`src/rtl/aer_pixel_arbiter.sv`:
```
`default_nettype none
// ============================================================================
//  Module   : aer_pixel_arbiter
//  Purpose  : 2-row x 2-column x 2-polarity address-event arbiter. Latches
//             pixel event pulses, picks a row round-robin and then a
//             column/polarity by fixed priority. It sends one event at a time
//             downstream, framed by req.
//  Ports    : clk   - system clock (rising edge)
//             rst_n - synchronous active-low reset
//             E     - pixel event pulses, index = row*4 + col*2 + pol
//             ack   - downstream acknowledge (ACK_HANDSHAKE_EN builds only)
//             req   - event-valid strobe
//             ON    - polarity of the event being sent (1 = ON)
//             CA    - one-hot column grant
//             COL   - column requests within the granted row
//             CRON  - pending bits of the granted row {c0on,c0off,c1on,c1off}
//             R     - row requests
//             RA    - one-hot row grant
//             Rp    - one-hot round-robin row priority pointer
//             RR    - one-cycle row-done pulse
//  Options  : `define ACK_HANDSHAKE_EN selects the 4-phase req/ack handshake
//             in place of the fixed HOLD_CYCLES req window.
//  Revision : 1.0 - initial release
// ============================================================================
module aer_pixel_arbiter #(
  parameter int unsigned HOLD_CYCLES = 4
) (
  input  logic       clk,
  input  logic       rst_n,
  input  logic [0:7] E,
`ifdef ACK_HANDSHAKE_EN
  input  logic       ack,
`endif
  output logic       req,
  output logic       ON,
  output logic [0:1] CA,
  output logic [0:1] COL,
  output logic [0:3] CRON,
  output logic [0:1] R,
  output logic [0:1] RA,
  output logic [0:1] Rp,
  output logic [0:1] RR
);

  typedef enum logic [2:0] {
    S_IDLE = 3'd0,
    S_ROW  = 3'd1,
    S_COL  = 3'd2,
    S_SEND = 3'd3,
    S_DONE = 3'd4
  } state_t;

  state_t     state, state_nxt;
  logic [0:7] e_d;
  logic [0:7] pend;
  logic [0:7] rise;
  logic [0:7] clr_mask;
  logic [0:3] row_bits;
  logic [0:1] ra_nxt, ca_nxt, rp_nxt;
  logic       on_nxt;
  logic       rearm, rearm_nxt;
  logic [2:0] srv_idx;
`ifndef ACK_HANDSHAKE_EN
  logic [7:0] cnt, cnt_nxt;
`endif

  assign rise = E & ~e_d;

  assign R[0] = |pend[0:3];
  assign R[1] = |pend[4:7];

  always_comb begin
    row_bits = 4'b0000;
    if (RA[0])      row_bits = pend[0:3];
    else if (RA[1]) row_bits = pend[4:7];
  end

  assign CRON   = row_bits;
  assign COL[0] = row_bits[0] | row_bits[1];
  assign COL[1] = row_bits[2] | row_bits[3];

  // Index of the pixel in flight; valid once CA/ON are registered (COL..DONE).
  assign srv_idx = {RA[1], CA[1], ~ON};

  always_ff @(posedge clk) begin
    if (!rst_n) begin
      state <= S_IDLE;
      e_d   <= '0;
      pend  <= '0;
      RA    <= '0;
      CA    <= '0;
      ON    <= 1'b0;
      Rp    <= 2'b10;
      rearm <= 1'b0;
`ifndef ACK_HANDSHAKE_EN
      cnt   <= '0;
`endif
    end else begin
      state <= state_nxt;
      e_d   <= E;
      // A new rising edge wins over the clear of the served bit.
      pend  <= (pend & ~clr_mask) | rise;
      RA    <= ra_nxt;
      CA    <= ca_nxt;
      ON    <= on_nxt;
      Rp    <= rp_nxt;
      rearm <= rearm_nxt;
`ifndef ACK_HANDSHAKE_EN
      cnt   <= cnt_nxt;
`endif
    end
  end

  always_comb begin
    state_nxt = state;
    ra_nxt    = RA;
    ca_nxt    = CA;
    on_nxt    = ON;
    rp_nxt    = Rp;
    rearm_nxt = rearm;
    clr_mask  = '0;
    req       = 1'b0;
    RR        = 2'b00;
`ifndef ACK_HANDSHAKE_EN
    cnt_nxt   = cnt;
`endif

    case (state)
      S_IDLE: begin
        if (|R) begin
          state_nxt = S_ROW;
          if (R[0] && R[1]) ra_nxt = Rp;
          else if (R[0])    ra_nxt = 2'b10;
          else              ra_nxt = 2'b01;
        end
      end

      S_ROW: begin
        state_nxt = S_COL;
        rearm_nxt = 1'b0;
        if (row_bits[0]) begin
          ca_nxt = 2'b10; on_nxt = 1'b1;
        end else if (row_bits[1]) begin
          ca_nxt = 2'b10; on_nxt = 1'b0;
        end else if (row_bits[2]) begin
          ca_nxt = 2'b01; on_nxt = 1'b1;
        end else if (row_bits[3]) begin
          ca_nxt = 2'b01; on_nxt = 1'b0;
        end else begin
          // Defensive: the granted row cannot empty before DONE.
          state_nxt = S_IDLE;
          ra_nxt    = 2'b00;
        end
      end

      S_COL: begin
        // A fresh edge on the in-flight pixel must survive the DONE clear.
        rearm_nxt = rearm | rise[srv_idx];
`ifndef ACK_HANDSHAKE_EN
        cnt_nxt   = 8'(HOLD_CYCLES);
`endif
        state_nxt = S_SEND;
      end

      S_SEND: begin
        req       = 1'b1;
        rearm_nxt = rearm | rise[srv_idx];
`ifdef ACK_HANDSHAKE_EN
        if (ack) state_nxt = S_DONE;
`else
        cnt_nxt = cnt - 8'd1;
        if (cnt <= 8'd1) state_nxt = S_DONE;
`endif
      end

      S_DONE: begin
        RR        = RA;
        rearm_nxt = rearm | rise[srv_idx];
`ifdef ACK_HANDSHAKE_EN
        if (!ack) begin
`else
        begin
`endif
          state_nxt = S_IDLE;
          ra_nxt    = 2'b00;
          ca_nxt    = 2'b00;
          on_nxt    = 1'b0;
          rp_nxt    = {RA[1], RA[0]};
          rearm_nxt = 1'b0;
          if (!rearm) clr_mask[srv_idx] = 1'b1;
        end
      end

      default: begin
        state_nxt = S_IDLE;
      end
    endcase
  end

endmodule
`default_nettype wire

```
`config.mk`:
```
export PLATFORM = sky130hd
export DESIGN_NAME = aer_pixel_arbiter
export DESIGN_NICKNAME = d
export VERILOG_FILES = /design/src/rtl/aer_pixel_arbiter.sv
export SDC_FILE = /design/constraint.sdc
export NUM_CORES = 1
export LEC_CHECK = 0
export BUFFER_PORTS_ARGS = -buffer_cell sky130_fd_sc_hd__buf_2
export CORE_AREA = 8 8 66 68
export CTS_CLUSTER_SIZE = 40
export DETAILED_ROUTE_END_ITERATION = 16
export DIE_AREA = 0 0 74 76
export PLACE_DENSITY = 0.72
export SYNTH_ARGS = -nofsm -noshare
export SYNTH_HDL_FRONTEND = slang
export SYNTH_SLANG_ARGS = --single-unit
```
`constraint.sdc`:
```
create_clock -name clk -period 2.25 [get_ports clk]
set_clock_uncertainty 0.1 [all_clocks]
set_input_delay 0.45 -clock clk [delete_from_list [all_inputs] [get_ports clk]]
set_output_delay 0.45 -clock clk [all_outputs]
set_load 0.05 [all_outputs]
```
==> Word-level counts from Yosys, hierarchy flattened <==
Index checks and enable logic that the tools add are counted.
{ "word_totals": {"latchBits": 0, "ram_bits": 0, "output_inout_bits": 18, "mem_count": 0, "mem_bits_ro": 0, "register_bits": 35, "in_bits": 10, "word_cells": 87} }
{ "op_classes": {"muxes": 38, "div_mod_pow": 0, "n_bitwise": 10, "n_reduce_logical": 15, "add_sub_neg": 1, "n_eq_ne": 11, "shifts": 0, "mul": 0, "n_lt_le_gt_ge": 3} }
{ "op_table": {"columns": ["cell", "count"], "rows": [
  ["2-to-1 mux 2 bit", 16],
  ["AND 8 bit", 2],
  ["2-to-1 mux 8 bit", 2],
  ["inverter 8 bit", 2],
  ["one-hot mux 8 bit (2 select lines)", 1],
  ["!= test 2 bit, second input constant", 6],
  ["one-hot mux 3 bit (4 select lines)", 1],
  ["less-or-equal comparator 8 x 1 -> 1 bit, second input constant", 1],
  ["2-to-1 mux 1 bit", 8],
  ["2-to-1 mux 4 bit", 2],
  ["OR 8 bit", 1],
  ["OR reduction 4 bit", 2],
  ["OR reduction 8 bit", 1],
  ["subtractor 8 x 1 -> 8 bit, second input constant", 1],
  ["equality test 3 x 2 -> 1 bit, second input constant", 2],
  ["2-to-1 mux 3 bit", 2],
  ["one-hot mux 2 bit (3 select lines)", 1],
  ["AND reduction 6 bit", 1],
  ["nonzero test 2 bit", 3],
  ["!= test 5 bit, second input constant", 1],
  [">= comparator 4 bit, second input constant", 1],
  ["less-than comparator 4 x 1 -> 1 bit, second input constant", 1],
  ["inverter 3 -> 4 bit", 1],
  ["one-hot mux 1 bit (2 select lines)", 2],
  ["12 further kinds", 17]
]} }

==> Logic depth before layout (Yosys ltp) <==
Gate-level depths: netlist (run 1).
{ "logic_depth": {"word_depth": 11, "ltp_mapped": 6, "depth_no_buf": 6} }

==> Worst setup path before layout (run 1) <==
Ideal clock, no wire load.
{ "synth_timing": {"path_type": "register to register", "start": "register RA[1] (netlist name)", "end": "register RA[0] (netlist name)", "synth_period_minus_slack_ps": 3124, "t_arrival_ps": 2952, "n_path_buf": 0, "setup_slack_ps": -874, "stages_incl_launch_ff": 6, "path_cell_list": "dfxtp_1 > o21ai_0 > o21ai_0 > o21ai_0 > o311ai_1 > mux2i_1"} }
{ "synth_between": {"elab_chain_len": 4, "elab_cells_between_ends": 7, "cone_classes": "eq/ne: 4; mux: 2; reduce/logical: 1"} }
{ "synth_lines": {"columns": ["element", "line", "rtl"], "rows": [
  ["from (decl)", "40", "output logic [0:1] RA,"],
  ["from (signal assigned)", "103", "RA <= ra_nxt;"],
  ["2-to-1 mux 4 bit (*)", "75", "else if (RA[1]) row_bits = pend[4:7];"],
  ["2-to-1 mux 4 bit (*)", "74", "if (RA[0]) row_bits = pend[0:3];"],
  ["!= test 2 bit (no line)", null, null],
  ["AND reduction 6 bit (no line) (*)", null, null]
]} }
Every way passes the cells marked *; elsewhere a longest branch is shown, timed or not.
A chain may end at the register's enable or synchronous reset.

==> Worst setup path in the final report (run 1) <==
{ "layout_timing": {"start": "register pend[7] (netlist name)", "end": "output R[1] (netlist name)"} }
{ "layout_between": {"elab_chain_len": 1} }
{ "layout_lines": {"columns": ["element", "line", "rtl"], "rows": [
  ["from (decl)", "55", "logic [0:7] pend;"],
  ["from (signal assigned)", "102", "pend <= (pend & ~clr_mask) | rise;"],
  ["OR reduction 4 bit", "70", "assign R[1] = |pend[4:7];"],
  ["to (decl)", "39", "output logic [0:1] R,"]
]} }
Every way passes these cells.

==> summary.md, run 1 <==
| Metric | Value |
|---|---|
| Status | `finished, final reports clean` |
| Fraction of layout cells with a size suffix above 1 | `0.2113` |
| Final HPWL DP | `2.623 mm` |
| Seq pwr share | `0.525` |
| WHS | `226.3 ps` |
| Maxcap violations | `0` |
| Worst vdd ir | `0.3032 mV` |
| Internal power | `885.9 uW` |
| Post-synthesis sequential area ratio | `0.4298` |
| Clock Tree Buf Depth | `2` |
| Crit start category | `register` |
| Final Instance Area | `0.001887 mm2` |
| Core footprint | `0.003441 mm2` |
| WL final | `3.513 mm` |
| Drt first pass iters | `4` |
| Unrepaired setup endpoints after global routing | `no` |
| Crit path largest cell delay | `640 ps` |
| Hold Crit Class | `in -> reg` |
| Kind of critical path | `reg -> out` |
| Syn_nets | `195` |
| H-tree Lvls | `2` |
| Antenna-violating nets left | `0` |
| Setup TNS | `0 ps` |
| Critical path's slowest cell | `or4_1` |
| Placed cell areas | `0.001832 mm2` |
| Slew margin rel. | `0.6512` |
| Fin crit share | `0.9530` |
| CP Data Required Time | `1700 ps` |
| Worst-skew pair later-pin latency | `340 ps` |
| I/O Pins | `28` |
| Vias in the first global route | `1371` |
| # resized after CTS | `0` |
| Main flop type after synthesis | `dfxtp_1` |
| Ys async rst share | `0` |
| Final Critical Period | `2144 ps` |
| Max Freq | `466.4 MHz` |
| Fin. Hold Viols | `0` |
| Leak | `0.8026 nW` |
| Hold EP | `e_d[3]` |
| Root Buffer | `clkbuf_4` |
| Final WS setup | `105.8 ps` |
| Fin util | `0.5484` |
| # diodes | `0` |
| Area growth syn-to-layout | `15.73%` |
| Worst reg2reg path depth | `5` |
| Syn Area/Cell | `8.909 um2` |
| Power Density | `719.5 mW/mm2` |
| Reg2reg setup slack | `200 ps` |
| Worst r2r src | `state[1]` |
| Max-slew violations | `0` |
| Hold Crit Depth | `2` |
| Total CTS buffers | `5` |
| CTS tree | `yes` |
| CTS clk-pin slew, worst paths | `100 ps` |
| Hold-fix buffers, CTS | `0` |
| Die Area | `0.005624 mm2` |
| First-pass GRT wire length | `6.141 mm` |
| Worst Tran Pin Value | `516.4 ps` |
| CP Max Fanout | `5` |
| Initial antenna violation count | `0` |
| Reg-to-Reg End | `cnt[6]` |
| Pre-CTS setup slack | `213.9 ps` |
| Setup Viol. Count Final | `0` |
| Synth Register Bits | `35` |
| DRT iter0 DRCs | `50` |
| YS warnings | `0` |
| Distinct cell type count after synthesis | `41` |
| Clock network fraction of design power | `0.244` |
| Routed WL per cell | `13.46 um` |
| Num Clock Sinks | `35` |
| Die Span Y | `76 um` |
| Total GRT Usage | `0.1356` |
| Number of synthesized flops with an enable pin | `0` |
| Hold Path Origin | `E[3]` |
| Switching pwr | `471.8 uW` |
| PortBufs | `27` |
| CP cell instances | `or4_1 -> buf_2` |
| Worst Path Arrival | `1590 ps` |
| FP Rows | `22` |
| GP Congestion | `0.8057` |
| Starting Density | `0.4738` |
| Nets@finish | `224` |
| CP Capture Type | `output pin` |
| Post-synthesis cell count | `183` |
| Switching share of power | `0.3475` |
| Synthesized area | `0.001630 mm2` |
| Comb power frac | `0.231` |
| Largest net degree at the start of global routing | `31` |
| DR DRC count | `0` |
| Fill count | `356` |
| DR vias | `1380` |
| Vias per cell | `5.287` |
| Die width | `74 um` |
| Setup Fix Bufs, Post-CTS | `0` |
| Total gr overflow | `0` |
[cell families after synthesis]
| family | share of synthesized area |
|---|---|
| AO/OA/AOI/OAI | 0.2471 |
| XOR/XNOR | 0.005373 |
| adder cells (fa/ha/maj) | 0.01535 |
| buffers and inverters | 0.04528 |
| flip-flops | 0.4298 |
| multiplexers | 0.01842 |
| AND/OR/NAND/NOR | 0.2387 |
[per-stage QoR]
stage	power (mW)	std cells
CTS	1.373	261
finish	1.358	261
global route	1.427	261
global placement	1.038	253
floorplan	0.9605	183
detailed placement	1.041	253
[worst max-delay path: cells and delay by family (launching register included)]
kind | cells | cell delay, ps
buffers and inverters | 1 | 270
and+or+nand+nor | 1 | 640
DFF | 1 | 340
[placed cells by master, fill, tap and decap left out, types with 3 or more instances in the layout]
| cell | instances |
|---|---|
| a21boi_0 | 10 |
| o21ai_0 | 17 |
| a22o_1 | 3 |
| nor3b_1 | 4 |
| a21oi_1 | 7 |
| inv_1 | 9 |
| nor2b_1 | 3 |
| clkbuf_4 | 5 |
| or4_1 | 5 |
| o211ai_1 | 4 |
| nor2_1 | 5 |
| nand2b_1 | 10 |
| dfxtp_1 | 33 |
| o21a_1 | 3 |
| buf_2 | 27 |
| and2_1 | 13 |
| nand2_1 | 11 |
| buf_4 | 3 |
| mux2i_1 | 3 |
[registers in the layout, summed over array words and instances (netlist names)]
| register | flops |
|---|---|
| e_d | 8 |
| rearm | 1 |
| pend | 8 |
| RA | 2 |
| state | 3 |
| Rp | 2 |
| CA | 2 |
| ON | 1 |
| cnt | 8 |
[metal layers]
metal	track usage	vias up	share of wire
met2	0.2139	25	0.46
met5	0	-	0
met3	0.03947	4	0.045
met1	0.1605	637	0.49
met4	0.06600	0	0.012
li1	-	714	-
[power groups by stage]
stage          logic [mW]  registers, mW  clock network (mW)
5_1_grt             0.342          0.721               0.364
3_5_place_dp        0.316          0.725                   0
6_report            0.314          0.712               0.331
3_3_place_gp        0.313          0.725                   0
4_1_cts             0.318          0.712               0.344
2_1_floorplan       0.225          0.736                   0
[final cells by class]
type / count / area, um2 / area share
clock inverters: 2 / 12.51 / 0.006631
flip-flops and latches: 35 / 703.2 / 0.3727
inverters: 9 / 33.78 / 0.01790
clock buffers: 6 / 41.29 / 0.02188
repair buffers: 30 / 157.7 / 0.08355
multi-input cells: 131 / 878.3 / 0.4655
well taps: 48 / 60.06 / 0.03183
[cells in the mapped netlist, types with 2 or more instances]
master,instances,area share
dfxtp_1,35,0.43
nand2b_1,10,0.038
o22ai_1,2,0.0077
nand2_1,11,0.025
a22o_1,3,0.016
nor2b_1,3,0.012
or4_1,5,0.023
or2_2,2,0.0077
a21boi_0,10,0.046
inv_1,9,0.021
o2111ai_1,2,0.011
o21a_1,3,0.014
and3_1,2,0.0077
buf_2,2,0.0061
a211oi_1,2,0.0092
nor3b_1,4,0.018
o21ai_0,19,0.058
nand3_1,2,0.0061
or3_1,2,0.0077
clkbuf_1,5,0.012
o41ai_1,2,0.011
ha_1,2,0.015
o211ai_1,4,0.018
a21oi_1,7,0.021
and2_1,13,0.050
nor2_1,5,0.012
mux2i_1,3,0.018
[worst max path at each step]
| stage | startpoint | end | slack [ps] |
|---|---|---|---|
| after floorplan | RA[1] | RA[0] | 60 |
| after global placement | state[1] | cnt[6] | 280 |
| after detailed placement | state[1] | cnt[6] | 210 |
| after CTS | RA[1] | CRON[2] | 50 |
| after global routing | pend[0] | R[0] | 20 |
| final | pend[7] | R[1] | 110 |
Note: power is estimated with default switching activity, not from simulation.
==> inputs of run 2 (changes only) <==
ABC_AREA = 1   (was default)
CORE_AREA = 8 8 67 69   (was 8 8 66 68)
DIE_AREA = 0 0 75 77   (was 0 0 74 76)
==> run 2 against run 1 <==
  * Sequential cell count stayed put
  * Hold slack worse by 28 ps
  * Core utilization is 0.35 points higher
  * Maximum frequency is 2.7% higher
  * Critical path depth is 4 higher
  * Wire length is 8.9% higher
  * Global-route usage is 0.52 points higher
  * Combinational power is 72% higher
  * Count of clock-buffer cells in the layout stayed put
  * Sequential power is 3.1% higher
  * Power is 17% higher
  * Final cell count is 23% higher
  * Critical endpoint is now RR[0]
==> summary.md, run 2 <==
| Metric | Value |
|---|---|
| Switching pwr | `649.7 uW (was 471.8 uW)` |
| H-tree Lvls | `2 (unchanged)` |
| Critical path's most frequent cell | `inv_1` |
| Vias per cell | `4.854 (was 5.287)` |
| WL final | `3.824 mm (was 3.513 mm)` |
| Pre-CTS setup slack | `443.8 ps (was 213.9 ps)` |
| DR top layer | `met4 (unchanged)` |
| FP Rows | `22 (unchanged)` |
| Setup Fix Bufs, Post-CTS | `0 (unchanged)` |
| Reg-to-Reg End | `state[0] (was cnt[6])` |
| Leak | `0.9902 nW (was 0.8026 nW)` |
| Most frequent cells in the layout | `nand2_1, inv_1, dfxtp_1 (was dfxtp_1, buf_2, o21ai_0)` |
| Final Critical Period | `2088 ps (was 2144 ps)` |
| Fill count | `386 (was 356)` |
| Clock Tree Buf Depth | `2 (unchanged)` |
| Ys async rst share | `0 (unchanged)` |
| Yosys top cell area share | `0.4127 (was 0.4298)` |
| Layout Cells excl Fill | `322 (was 261)` |
| Nets@finish | `287 (was 224)` |
| Die width | `75 um (was 74 um)` |
| Number of synthesized flops with an enable pin | `0 (unchanged)` |
| Dominant cell type by area after synthesis | `dfxtp_1 (unchanged)` |
| Main flop type after synthesis | `dfxtp_1 (unchanged)` |
| CP bufs+invs | `3 (was 1)` |
| DRT iter0 DRCs | `141 (was 50)` |
| Hold EP | `e_d[6] (was e_d[3])` |
| Power Density | `821.1 mW/mm2 (was 719.5 mW/mm2)` |
| Total GRT Usage | `0.1408 (was 0.1356)` |
| Worst vdd ir | `0.4196 mV (was 0.3032 mV)` |
| CP Capture Type | `output pin (unchanged)` |
| Hold Crit Depth | `3 (was 2)` |
| Worst-skew pair later-pin latency | `340 ps (about the same)` |
| Reg2reg setup slack | `690 ps (was 200 ps)` |
| Root Buffer | `clkbuf_4 (unchanged)` |
| Placed Cells | `316 (was 253)` |
| Fraction of layout cells with a size suffix above 1 | `0.1934 (was 0.2113)` |
| Worst Path Arrival | `1540 ps (was 1590 ps)` |
| Drt first pass iters | `4 (unchanged)` |
| CTS clk-pin slew, worst paths | `100 ps (about the same)` |
| Total CTS buffers | `5 (unchanged)` |
| CP Max Fanout | `5 (unchanged)` |
| Most common cell in the synthesized netlist | `nand2_1 (was dfxtp_1)` |
| Clock network fraction of design power | `0.195 (was 0.244)` |
| Kind of critical path | `reg -> out (unchanged)` |
| Num Clock Sinks | `35 (unchanged)` |
| Max-slew violations | `0 (unchanged)` |
| Die Area | `0.005775 mm2 (was 0.005624 mm2)` |
| Internal power | `934.6 uW (was 885.9 uW)` |
| Setup TNS | `0 ps (unchanged)` |
| WHS | `198.4 ps (was 226.3 ps)` |
| Most common cell after layout, fill and taps aside | `nand2_1 (was dfxtp_1)` |
| Worst reg2reg path depth | `8 (was 5)` |
| YS warnings | `0 (unchanged)` |
| Switching share of power | `0.4101 (was 0.3475)` |
| Antenna-violating nets left | `0 (unchanged)` |
| Vias in the first global route | `1476 (was 1371)` |
| Starting Density | `0.4857 (was 0.4738)` |
| Crit start category | `register (unchanged)` |
| # diodes | `0 (unchanged)` |
| Final HPWL DP | `2.942 mm (was 2.623 mm)` |
| First-pass GRT wire length | `6.423 mm (was 6.141 mm)` |
| Maxcap violations | `0 (unchanged)` |
| Synthesized area | `0.001698 mm2 (was 0.001630 mm2)` |
| Synth Register Bits | `35 (unchanged)` |
| Final WS setup | `162.2 ps (was 105.8 ps)` |
| Worst r2r src | `cnt[0] (was state[1])` |
| Comb power frac | `0.342 (was 0.231)` |
| CP delay by family, top | `buffers and inverters (was simple AND/OR/NAND/NOR gates)` |
| Met1 wire length | `1.730 mm (was 1.712 mm)` |
| Critical path's slowest cell | `dfxtp_1 (was or4_1)` |
| Area growth syn-to-layout | `13.63% (was 15.73%)` |
| PortBufs | `27 (unchanged)` |
| Unrepaired setup endpoints after global routing | `no (unchanged)` |
| Hold Crit Class | `in -> reg (unchanged)` |
| CTS tree | `yes (unchanged)` |
| CP Data Required Time | `1700 ps (about the same)` |
| Multi-input gate area | `820.8 um2 (was 878.3 um2)` |
| Setup Viol. Count Final | `0 (unchanged)` |
| Slew margin rel. | `0.7643 (was 0.6512)` |
| Syn_nets | `256 (was 195)` |
| DR vias | `1563 (was 1380)` |
| Routed WL per cell | `11.88 um (was 13.46 um)` |
| Largest regs | `cnt: 8 flops, e_d: 8 flops, pend: 8 flops (unchanged)` |
| Distinct cell type count after synthesis | `31 (was 41)` |
| Synth area leaders | `dfxtp_1, nand2_1, inv_1 (was dfxtp_1, o21ai_0, and2_1)` |
| Fin. Hold Viols | `0 (unchanged)` |
| Hold Path Origin | `E[6] (was E[3])` |
| Seq pwr share | `0.463 (was 0.525)` |
| Total gr overflow | `0 (unchanged)` |
| I/O Pins | `28 (unchanged)` |
| FF/Latch Area | `700.7 um2 (was 703.2 um2)` |
| Status | `finished, final reports clean (unchanged)` |
| Initial antenna violation count | `0 (unchanged)` |
| Worst Tran Pin Value | `353.0 ps (was 516.4 ps)` |
| Met3 Wirelength | `247 um (was 157 um)` |
| DR WL met2 | `1.713 mm (was 1.600 mm)` |
| Core footprint | `0.003496 mm2 (was 0.003441 mm2)` |
| GP Congestion | `0.8331 (was 0.8057)` |
| Post-synth top cells | `nand2_1, inv_1, dfxtp_1, nor2_1 (was dfxtp_1, o21ai_0, and2_1, nand2_1)` |
| Syn Area/Cell | `6.959 um2 (was 8.909 um2)` |
| Post-synthesis cell count | `244 (was 183)` |
| CP cell instances | `inv_1 -> nand2_1 -> nor2_4 -> inv_1 -> nor2_1 -> buf_4 (was or4_1 -> buf_2)` |
| Fin crit share | `0.9279 (was 0.9530)` |
| Crit path largest cell delay | `380 ps (was 640 ps)` |
| Die Span Y | `77 um (was 76 um)` |
| Largest net degree at the start of global routing | `17 (was 31)` |
| DR DRC count | `0 (unchanged)` |
| Post-synthesis sequential area ratio | `0.4127 (was 0.4298)` |
| Max Freq | `479.0 MHz (was 466.4 MHz)` |
## run 2: cell count changes after synthesis, moves of 6 or more
| cell | previous run | this run |
|---|---|---|
| a21boi_0 | 10 | 0 |
| a21oi_1 | 7 | 19 |
| and2_1 | 13 | 0 |
| inv_1 | 9 | 38 |
| nand2_1 | 11 | 57 |
| nand2b_1 | 10 | 0 |
| nand3_1 | 2 | 19 |
| nor2_1 | 5 | 20 |
| o21ai_0 | 19 | 13 |
## run 2: layout make-up
cell class              count  area share
repair buffers             28     0.07523
flip-flops and latches     35      0.3632
inverters                  43     0.08366
clock buffers               6     0.02140
well taps                  48     0.03113
multi-input cells         162      0.4254
## run 2: repair_timing
item | 4_1_cts | 5_1_grt
hold buffers | 0 | 0
endpoints found under the setup margin | 0 | 1
endpoints found under the hold margin | 0 | 0
gates resized for setup | 0 | 3
## run 2: worst max-delay path by stage
stage / start / to / cells past startpoint
after floorplan: RA[1] / COL[0] / 5
after global placement: state[2] / RR[0] / 5
after detailed placement: state[1] / RR[0] / 6
after CTS: state[1] / RR[0] / 6
after global routing: RA[1] / COL[0] / 5
final: state[1] / RR[0] / 6
## run 2: power groups by stage
stage / Sequential [mW] / Clock (mW) / Combinational [mW]
3_3_place_gp: 0.747 / 0 / 0.539
3_5_place_dp: 0.748 / 0 / 0.541
4_1_cts: 0.734 / 0.317 / 0.543
2_1_floorplan: 0.780 / 0 / 0.392
5_1_grt: 0.744 / 0.336 / 0.597
6_report: 0.734 / 0.309 / 0.541
## run 2: per-stage QoR
step | area (um2) | power (mW) | utilization
6_report | 1929 | 1.584 | 0.5519
5_1_grt | 1929 | 1.677 | 0.5519
4_1_cts | 1922 | 1.593 | 0.5497
3_5_place_dp | 1881 | 1.289 | 0.5379
3_3_place_gp | 1881 | 1.285 | 0.5379
2_1_floorplan | 1698 | 1.172 | -
## run 2: routing by layer
layer | vias to the layer above | global-route usage
li1 | 833 | -
met3 | 12 | 0.03121
met4 | 0 | 0.09216
met2 | 40 | 0.2154
met5 | - | 0
met1 | 678 | 0.1688
## run 2: logic make-up (layout without fill, tap and decap cells)
group / Yosys count / count (layout) / share of synthesized area
simple gates: 120 / 120 / 0.3353
buf+inv: 47 / 77 / 0.1069
compound gates: 40 / 40 / 0.1304
flops: 35 / 35 / 0.4127
fa+ha+maj: 2 / 2 / 0.01474
## run 2: worst reg2reg max path, delay by kind of cell, from the launching register on
| family | cells | cell delay (ps) |
|---|---|---|
| AND/OR/NAND/NOR | 4 | 560 |
| flip-flops | 1 | 390 |
| adder cells (fa/ha/maj) | 1 | 230 |
| buffers and inverters | 2 | 140 |
| AO/OA/AOI/OAI | 1 | 100 |
==> inputs of run 3 (changes only) <==
CORE_AREA = 8 8 57 82   (was 8 8 67 69)
DIE_AREA = 0 0 65 90   (was 0 0 75 77)
PLACE_DENSITY = 0.71   (was 0.72)
==> run 3 against run 2 <==
  * Combinational power barely moved
  * Count of clock-buffer cells in the layout did not move
  * Hold slack improved by 59 ps
  * Critical path type unchanged
  * Core utilization fell by 0.093 points
  * Critical path depth fell by 1
  * Largest power group unchanged
  * Clock power rose by 29%
  * Final cell count fell by 1.2%
==> summary.md, run 3 (synthesis results as in run 2) <==
| Metric | Value |
|---|---|
| Status | `finished, final reports clean (unchanged)` |
| I/O Pins | `28 (unchanged)` |
| DRT iter0 DRCs | `77 (was 141)` |
| Worst-skew pair later-pin latency | `280 ps (was 340 ps)` |
| CP cell instances | `inv_2 -> nor2_2 -> inv_1 -> nor2_1 -> buf_2 (was inv_1 -> nand2_1 -> nor2_4 -> inv_1 -> nor2_1 -> buf_4)` |
| Met1 GRT Util | `0.1406 (was 0.1688)` |
| Slew margin rel. | `0.7439 (was 0.7643)` |
| Largest regs | `cnt: 8 flops, e_d: 8 flops, pend: 8 flops (unchanged)` |
| Clock network fraction of design power | `0.239 (was 0.195)` |
| Total gr overflow | `0 (unchanged)` |
| Final Instance Area | `0.001954 mm2 (was 0.001929 mm2)` |
| First-pass GRT wire length | `6.679 mm (was 6.423 mm)` |
| Crit start category | `register (unchanged)` |
| Met2 GRT Util | `0.2498 (was 0.2154)` |
| Total Power | `1.676 mW (was 1.584 mW)` |
| Initial antenna violation count | `0 (unchanged)` |
| # resized after CTS | `0 (unchanged)` |
| Largest net degree at the start of global routing | `16 (was 17)` |
| Fraction of layout cells with a size suffix above 1 | `0.1964 (was 0.1934)` |
| CTS tree | `yes (unchanged)` |
| Fin. Hold Viols | `0 (unchanged)` |
| Die Span Y | `90 um (was 77 um)` |
| Routed WL per cell | `11.89 um (was 11.88 um)` |
| Critical Path End | `RR[0] (unchanged)` |
| DR DRC count | `0 (unchanged)` |
| Seq pwr share | `0.440 (was 0.463)` |
| Worst vdd ir | `0.5218 mV (was 0.4196 mV)` |
| Power Density | `857.3 mW/mm2 (was 821.1 mW/mm2)` |
| Most frequent cells in the layout | `nand2_1, inv_1, dfxtp_1 (unchanged)` |
| Internal power | `1.031 mW (was 934.6 uW)` |
| # diodes | `0 (unchanged)` |
| Drt first pass iters | `4 (unchanged)` |
| Worst r2r src | `cnt[0] (unchanged)` |
| Hold-fix buffers, CTS | `0 (unchanged)` |
| FP Rows | `27 (was 22)` |
| Vias in the first global route | `1568 (was 1476)` |
| Starting Density | `0.4787 (was 0.4857)` |
| Setup TNS | `0 ps (unchanged)` |
| Setup Viol. Count Final | `0 (unchanged)` |
| Clock Tree Buf Depth | `2 (unchanged)` |
| WL final | `3.782 mm (was 3.824 mm)` |
| Setup Fix Bufs, Post-CTS | `0 (unchanged)` |
| CP startpoint | `state[2] (was state[1])` |
| Reg2reg setup slack | `730 ps (was 690 ps)` |
| Area growth syn-to-layout | `15.11% (was 13.63%)` |
| CP Data Required Time | `1700 ps (about the same)` |
| Switching share of power | `0.3847 (was 0.4101)` |
| Unrepaired setup endpoints after global routing | `no (unchanged)` |
| Vias per cell | `4.978 (was 4.854)` |
| Critical path's slowest cell | `dfxtp_1 (unchanged)` |
| Maxcap violations | `0 (unchanged)` |
| Kind of critical path | `reg -> out (unchanged)` |
| PortBufs | `27 (unchanged)` |
| Max Freq | `482.7 MHz (was 479.0 MHz)` |
| WHS | `257.1 ps (was 198.4 ps)` |
| Total CTS buffers | `5 (unchanged)` |
| CP Max Fanout | `5 (unchanged)` |
| Core footprint | `0.003547 mm2 (was 0.003496 mm2)` |
| Final Critical Period | `2072 ps (was 2088 ps)` |
| Antenna-violating nets left | `0 (unchanged)` |
| Most congested layer reported by global routing | `met2 (unchanged)` |
| Most common cell after layout, fill and taps aside | `nand2_1 (unchanged)` |
| Worst Tran Pin Value | `383.6 ps (was 353.0 ps)` |
| CTS clk-pin slew, worst paths | `60 ps (was 100 ps)` |
| H-tree Lvls | `2 (unchanged)` |
| Switching pwr | `644.7 uW (was 649.7 uW)` |
| Hold Crit Class | `in -> reg (unchanged)` |
| Placed cell areas | `0.001882 mm2 (was 0.001881 mm2)` |
| Fin crit share | `0.9208 (was 0.9279)` |
| Met3 usage | `0.04720 (was 0.03121)` |
| Total GRT Usage | `0.1410 (was 0.1408)` |
| Worst reg2reg path depth | `8 (unchanged)` |
| Num Clock Sinks | `35 (unchanged)` |
| Die Area | `0.005850 mm2 (was 0.005775 mm2)` |
| Leak | `1.008 nW (was 0.9902 nW)` |
| Comb power frac | `0.321 (was 0.342)` |
| Worst Path Arrival | `1520 ps (was 1540 ps)` |
| Reg-to-Reg End | `state[0] (unchanged)` |
| Max-slew violations | `0 (unchanged)` |
| CP Capture Type | `output pin (unchanged)` |
| Root Buffer | `clkbuf_8 (was clkbuf_4)` |
| Crit path largest cell delay | `410 ps (was 380 ps)` |
| Nets@finish | `288 (was 287)` |
| Final HPWL DP | `2.983 mm (was 2.942 mm)` |
| Die width | `65 um (was 75 um)` |
| DR vias | `1583 (was 1563)` |
| GP Congestion | `0.8461 (was 0.8331)` |
==> run 3: critical path: cells and delay by family (launching register included) <==
family                 cells  cell delay (ps)
AND/OR/NAND/NOR            2              340
buffers and inverters      3              480
flip-flops                 1              410
==> run 3: cell type report <==
cell class              count  area, um2
flip-flops and latches     35      700.7
multi-input cells         162      815.8
inverters                  43      161.4
fillers                   385       1593
repair buffers             29      150.1
well taps                  43      53.80
clock buffers               6      72.57
==> run 3: layer usage <==
metal / wire length (um) / part of all wire / vias to the layer above
li1: - / - / 835
met1: 1584 / 0.42 / 707
met2: 1906 / 0.50 / 35
met3: 237 / 0.063 / 6
met4: 54 / 0.014 / 0
met5: 0 / 0 / -
==> run 3: worst min-delay path by stage <==
stage	depth (start not counted)	end	start	slack [ps]
after global routing	3	e_d[7]	E[7]	260
final	3	e_d[6]	E[6]	260
after detailed placement	2	rearm	rearm	370
after CTS	3	e_d[6]	E[6]	250
after floorplan	1	cnt[0]	cnt[0]	350
after global placement	2	rearm	rearm	360
==> run 3: through the flow <==
step	util	std cells	setup slack [ps]
6_report	0.5510	318	178.1
5_1_grt	0.5510	318	33.38
4_1_cts	0.5510	318	155.7
3_5_place_dp	0.5305	312	463.9
3_3_place_gp	0.5305	312	497.8
2_1_floorplan	-	244	92.62
==> run 3: power groups by stage <==
stage               Sequential, mW  Combinational [mW]  Clock [mW]
floorplan                    0.780               0.392           0
global placement             0.749               0.536           0
detailed placement           0.750               0.543           0
CTS                          0.736               0.545       0.415
global route                 0.745               0.600       0.430
finish                       0.737               0.539       0.400
